`src/rtl/mini_alu_core.sv`:
```
// Two-stage MiniAlu core: fetch/decode then execute/writeback, with forwarding and a return-address stack.
// Define MINI_ALU_MUL_EN to make opcode F a single-cycle MUL; otherwise F executes as NOP.
module mini_alu_core #(
  parameter int DATA_W      = 16,
  parameter int RADDR_W     = 8,
  parameter int IADDR_W     = 16,
  parameter int STACK_DEPTH = 4
) (
  input  logic                   Clock,
  input  logic                   Reset,
  output logic [IADDR_W-1:0]     oIP,
  input  logic [4+3*RADDR_W-1:0] iInstruction,
  output logic [7:0]             oLed,
  output logic                   oVideoWrite,
  output logic [DATA_W-1:0]      oVideoAddr,
  output logic [2:0]             oVideoData,
  output logic                   oStackError
);

  localparam int IW     = 4 + 3*RADDR_W;
  localparam int SP_W   = $clog2(STACK_DEPTH + 1);
  localparam int SIDX_W = (STACK_DEPTH > 1) ? $clog2(STACK_DEPTH) : 1;
  localparam logic [SP_W-1:0] SP_FULL = SP_W'(STACK_DEPTH);

  typedef enum logic [3:0] {
    OP_NOP = 4'h0, OP_LED = 4'h1, OP_STO = 4'h2, OP_ADD = 4'h3,
    OP_SUB = 4'h4, OP_BLE = 4'h5, OP_JMP = 4'h6, OP_CALL = 4'h7,
    OP_RET = 4'h8, OP_WVM = 4'h9, OP_AND = 4'hA, OP_OR  = 4'hB,
    OP_XOR = 4'hC, OP_SHL = 4'hD, OP_SHR = 4'hE, OP_MUL = 4'hF
  } op_e;

  logic [IADDR_W-1:0] r_ip;
  logic [IW-1:0]      r_ex_instr;
  logic [DATA_W-1:0]  r_rd0, r_rd1;
  logic [DATA_W-1:0]  r_rf [2**RADDR_W];
  logic               r_fwd_vld;
  logic [RADDR_W-1:0] r_fwd_addr;
  logic [DATA_W-1:0]  r_fwd_data;
  logic [IADDR_W-1:0] r_stack [STACK_DEPTH];
  logic [SP_W-1:0]    r_sp;
  logic [7:0]         r_led;
  logic               r_err;

  op_e                w_op;
  logic [RADDR_W-1:0] w_dst, w_src1, w_src0, w_f_src1, w_f_src0;
  logic [DATA_W-1:0]  w_a, w_b, w_res;
  logic [IADDR_W-1:0] w_tgt;
  logic [SIDX_W-1:0]  w_top_idx, w_wr_idx;
  logic               w_we, w_br, w_push, w_pop, w_err_set, w_led_we, w_vw;

  assign w_op     = op_e'(r_ex_instr[IW-1 -: 4]);
  assign w_dst    = r_ex_instr[3*RADDR_W-1 -: RADDR_W];
  assign w_src1   = r_ex_instr[2*RADDR_W-1 -: RADDR_W];
  assign w_src0   = r_ex_instr[RADDR_W-1:0];
  assign w_f_src1 = iInstruction[2*RADDR_W-1 -: RADDR_W];
  assign w_f_src0 = iInstruction[RADDR_W-1:0];

  // The RAM read was issued before the previous result landed, so patch it here.
  assign w_a = (r_fwd_vld && r_fwd_addr == w_src1) ? r_fwd_data : r_rd1;
  assign w_b = (r_fwd_vld && r_fwd_addr == w_src0) ? r_fwd_data : r_rd0;

  assign w_top_idx = SIDX_W'(r_sp - SP_W'(1));
  assign w_wr_idx  = SIDX_W'(r_sp);

  always_comb begin
    w_we      = 1'b0;
    w_res     = '0;
    w_br      = 1'b0;
    w_tgt     = IADDR_W'(w_dst);
    w_push    = 1'b0;
    w_pop     = 1'b0;
    w_err_set = 1'b0;
    w_led_we  = 1'b0;
    w_vw      = 1'b0;
    case (w_op)
      OP_LED: w_led_we = 1'b1;
      OP_STO: begin w_we = 1'b1; w_res = DATA_W'({w_src1, w_src0}); end
      OP_ADD: begin w_we = 1'b1; w_res = w_a + w_b; end
      OP_SUB: begin w_we = 1'b1; w_res = w_a - w_b; end
      OP_AND: begin w_we = 1'b1; w_res = w_a & w_b; end
      OP_OR:  begin w_we = 1'b1; w_res = w_a | w_b; end
      OP_XOR: begin w_we = 1'b1; w_res = w_a ^ w_b; end
      OP_SHL: begin w_we = 1'b1; w_res = w_a << w_b[3:0]; end
      OP_SHR: begin w_we = 1'b1; w_res = w_a >> w_b[3:0]; end
      OP_BLE: w_br = (w_a <= w_b);
      OP_JMP: w_br = 1'b1;
      OP_CALL: begin
        w_br = 1'b1;
        if (r_sp == SP_FULL) w_err_set = 1'b1;
        else                 w_push    = 1'b1;
      end
      OP_RET: begin
        if (r_sp == '0) w_err_set = 1'b1;
        else begin
          w_pop = 1'b1;
          w_br  = 1'b1;
          w_tgt = r_stack[w_top_idx];
        end
      end
      OP_WVM: w_vw = 1'b1;
`ifdef MINI_ALU_MUL_EN
      OP_MUL: begin w_we = 1'b1; w_res = w_a * w_b; end
`endif
      default: ;
    endcase
  end

  assign oIP         = Reset ? '0 : (w_br ? w_tgt : r_ip);
  assign oVideoWrite = w_vw && !Reset;
  assign oVideoAddr  = w_b;
  assign oVideoData  = w_a[2:0];
  assign oLed        = r_led;
  assign oStackError = r_err;

  always_ff @(posedge Clock) begin
    if (Reset) begin
      r_ip       <= '0;
      r_ex_instr <= '0;
      r_led      <= '0;
      r_sp       <= '0;
      r_err      <= 1'b0;
      r_fwd_vld  <= 1'b0;
    end else begin
      r_ip       <= oIP + IADDR_W'(1);
      r_ex_instr <= iInstruction;
      r_fwd_vld  <= w_we;
      r_fwd_addr <= w_dst;
      r_fwd_data <= w_res;
      if (w_led_we)  r_led <= w_a[7:0];
      if (w_err_set) r_err <= 1'b1;
      if (w_push)     r_sp <= r_sp + SP_W'(1);
      else if (w_pop) r_sp <= r_sp - SP_W'(1);
    end
  end

  // Storage arrays are never cleared; only the in-flight op is squashed by Reset.
  always_ff @(posedge Clock) begin
    r_rd0 <= r_rf[w_f_src0];
    r_rd1 <= r_rf[w_f_src1];
    if (!Reset && w_we)   r_rf[w_dst]       <= w_res;
    if (!Reset && w_push) r_stack[w_wr_idx] <= r_ip;
  end

endmodule

```
`config.mk`:
```
export PLATFORM = sky130hd
export DESIGN_NAME = mini_alu_core
export DESIGN_NICKNAME = d
export VERILOG_FILES = /design/src/rtl/mini_alu_core.sv
export SDC_FILE = /design/constraint.sdc
export NUM_CORES = 2
export LEC_CHECK = 0
export BUFFER_PORTS_ARGS = -buffer_cell sky130_fd_sc_hd__buf_2
export CORE_MARGIN = 1.5
export CORE_UTILIZATION = 45
export CTS_BUF_LIST = sky130_fd_sc_hd__clkbuf_8
export CTS_CLUSTER_DIAMETER = 150
export DETAILED_ROUTE_END_ITERATION = 6
export GPL_ROUTABILITY_DRIVEN = 0
export PLACE_DENSITY_LB_ADDON = 0.2
export SLEW_MARGIN = 15
export SYNTH_ARGS = -nofsm -noshare
export SYNTH_HDL_FRONTEND = slang
export SYNTH_MEMORY_MAX_BITS = 65536
export SYNTH_SLANG_ARGS = --single-unit
```
`constraint.sdc`:
```
create_clock -name Clock -period 31.1 [get_ports Clock]
set_clock_uncertainty 0.15 [all_clocks]
set_input_delay 1.555 -clock Clock [delete_from_list [all_inputs] [get_ports Clock]]
set_output_delay 1.555 -clock Clock [all_outputs]
set_load 0.005 [all_outputs]
```
==> out/metrics.cfg <==
[clocking]
cts_buffers=713
postCtsSetupRepairBufs=0
clkTransAtPathRegs_ns=0.06
tritoncts=yes
cts_max_path_buffers=4
cts_root_buf=clkbuf_8
htree_levels=6
insertion_delay_ns=1.27
cts_hold_buffers=0
post_cts_resized=0
clock-sinks=4273

[global_route]
grt.met3_usage_pct=7.73
grt_pass1_wl_um=883000
grt_remaining_overflow=0
grt_start_max_net_pins=203
grtUsageMet2_pct=45.3
met1_usage_pct=37.5
grt_pass1_vias=110000
grt_busiest_layer=met2
grt_usage_pct=28.6
antenna_found_initial=68

[setup_path]
reg2reg_to=r_rf[198][9]$_DFFE_PP_
start_kind=flip-flop
critPathMaxStageDelay_ns=0.92
r2r_cells=16
crit_chain=xnor2_1 -> nand4_1 -> nor3_2 -> mux2i_4 -> buf_4 -> clkinv_1 -> fa_1 -> nor2b_1 -> o21bai_1 -> a31oi_1 -> nand3_1 -> a41oi_4 -> mux2i_1 -> nand2b_1 -> inv_1 -> buf_2
arrival_ns=7.51
cp.depth=16
path_max_fanout=32
reg2reg_slack_ns=22.54
crit_family=buffers and inverters
worstPathRequired_ns=29.40
end_kind=output port
r2r_start=r_fwd_addr[5]$_DFFE_PN_
path_class=reg -> out
path_buf_inv=4
critPathSlowestCell=a41oi_4

[placement]
hpwl_um=384000
place_area_um2=208000
portBuffers=74
post-place-ws_ns=21.48

[run]
cap_violations=0

[timing]
grt_setup_unrepaired=false
hold_viol_final=0
worst_slew_pin_slew_ns=1.40
clock.fmax_mhz=108
slew_headroom_pct=6.77
slew_violations=0
tns_ns=0
setup_slack_ns=21.88
setup_violations=0
fin_crit_sh_pct=29.6
final.min_clock_period_ns=9.22

[die]
die_x_um=668
die_y_um=668
rows=244
core_um2=441000
die-area_um2=446000
start_util_pct=45.1
io_pins=75

[routing]
avgRoutedWirePerCell_um=40.4
drcViolationCount=0
drtIter0Drc=15600
vias_per_cell=6.86
routed_wl_um=642000
antenna_left=0
drt-pass1-iter-count=6
vias=109000

[finish]
syn2layout_area_growth_pct=11.5
postLayoutCellArea_um2=222000
fin_util_pct=50.3
layout_commonest_cell=edfxtp_1
fillers=34900
drive_above_1_share_pct=44.0
mostFrequentLayoutCells=4184 x edfxtp_1, 2737 x mux4_2, 758 x clkbuf_8
final_nets=9468

[synthesis]
synthesis.nets=9033
yosys.cell_types.count=77
synthCells=8945
synth-edff-count=4184
syn_area_um2=199000
ys_ff_latch=4273
yosysSeqAreaShare_pct=64.0
syn_avg_cell_area_um2=22.2
yosys_warnings=0
synthArstFlopShare_pct=0
ys.flop_type=edfxtp_1

[power_and_ir_drop]
power_frac_clock_pct=35.1
p_int_mw=9.89
power_frac_seq_pct=51.0
p_comb_share_pct=13.9
powerDensity_nw_per_um2=61.5
ir_drop_uv=67.0
p_leak_nw=69.0
p_sw_mw=3.76
swShare_pct=27.6

[min_path]
worstHoldPathType=reg -> reg
whs_path_depth=2
min_from=oLed[6]$_SDFFE_PP0N_
hold_path_end=oLed[6]$_SDFFE_PP0N_

[run_status]
status=finished clean

==> area by class of cell <==
type | count | area (um^2) | share of cell area, %
Clock buffer | 758 | 10400 | 4.70
Antenna cell | 62 | 155 | 0.0699
Sequential cell | 4273 | 127000 | 57.4
Timing Repair Buffer | 431 | 3380 | 1.52
Inverter | 57 | 214 | 0.0964
Multi-Input combinational cell | 3904 | 70000 | 31.5
Clock inverter | 515 | 2960 | 1.33
Tap cell | 5904 | 7390 | 3.33
==> kinds of logic after synthesis <==
kind of cell    count (synthesis)  share of synthesized area (%)
simple gates                  709                           1.57
fa+ha+maj                      58                          0.372
mux                          2801                           31.3
xor+xnor                       34                          0.150
flops                        4273                           64.0
buf+inv                       768                           1.53
compound gates                302                           1.03
==> per-layer routing <==
| metal | wire [um] | up-vias |
|---|---|---|
| li1 | - | 41000 |
| met1 | 231000 | 59800 |
| met2 | 306000 | 6913 |
| met3 | 72400 | 1375 |
| met4 | 32100 | 34 |
| met5 | 233 | - |
==> stage by stage <==
stage	std cells	power [mW]	hold slack, ns
after global routing	15900	14.0	0.361
final	15900	13.7	0.351
after detailed placement	14600	8.95	0.347
after global placement	14600	8.89	0.325
after CTS	15800	13.7	0.281
after floorplan	8945	8.34	0.256
==> state kept, by name (all words and copies together), names as in the netlist <==
| register | flops |
|---|---|
| r_fwd_addr | 8 |
| r_ex_instr | 28 |
| r_sp | 3 |
| oLed | 8 |
| r_rd1 | 16 |
| r_stack | 64 |
| r_fwd_vld | 1 |
| r_rd0 | 16 |
| r_fwd_data | 16 |
| oStackError | 1 |
| r_rf | 4096 |
| r_ip | 16 |
==> power by group through the flow <==
stage                     logic, mW  clock network, mW  registers (mW)
after floorplan                1.03                  0            7.31
after global placement         1.82                  0            7.07
after detailed placement       1.88                  0            7.08
after CTS                      1.88               4.85            6.96
after global routing           1.98               5.09            6.96
final                          1.90               4.79            6.96
==> worst min-delay path, delay by kind of cell, from the launching register on <==
family,cells,cell delay [ns]
DFF,1,0.31
and+or+nand+nor,1,0.10
AOI/OAI and AO/OA,1,0.05
==> how the worst max path moves through the flow <==
stage,end,startpoint
after floorplan,r_fwd_data[6]$_DFFE_PN_,r_fwd_addr[7]$_DFFE_PN_
after CTS,oIP[2],r_fwd_addr[2]$_DFFE_PN_
final,oIP[2],r_fwd_addr[5]$_DFFE_PN_
after detailed placement,r_rd0[9]$_DFF_P_,iInstruction[0]
after global placement,r_rd0[9]$_DFF_P_,iInstruction[0]
after global routing,oIP[2],r_fwd_addr[5]$_DFFE_PN_
==> synthesized netlist by cell type (8+ instances only) <==
library cell / n / area [um^2]
a221oi_1: 17 / 149
nor3_1: 25 / 125
nand2b_1: 11 / 68.8
dfxtp_1: 89 / 1780
a31oi_1: 16 / 100
inv_1: 55 / 206
and2_1: 10 / 62.6
nor2_1: 361 / 1360
a211oi_1: 17 / 128
xnor2_1: 24 / 210
buf_2: 102 / 510
nand2_1: 147 / 552
ha_1: 56 / 701
nor2b_1: 46 / 288
o221ai_1: 8 / 70.1
clkbuf_1: 439 / 1650
nor4_1: 9 / 56.3
xor2_1: 10 / 87.6
o22ai_1: 13 / 81.3
o21bai_1: 9 / 67.6
a21oi_1: 69 / 345
o211ai_1: 17 / 128
mux2_2: 10 / 113
edfxtp_1: 4184 / 126000
nand3_1: 41 / 205
a22oi_1: 10 / 75.1
o21ai_0: 55 / 275
nand4_1: 13 / 81.3
buf_1: 162 / 608
mux4_2: 2737 / 61600
and3_1: 17 / 106
mux2i_1: 54 / 541
Power figures use the tool's default switching activity.
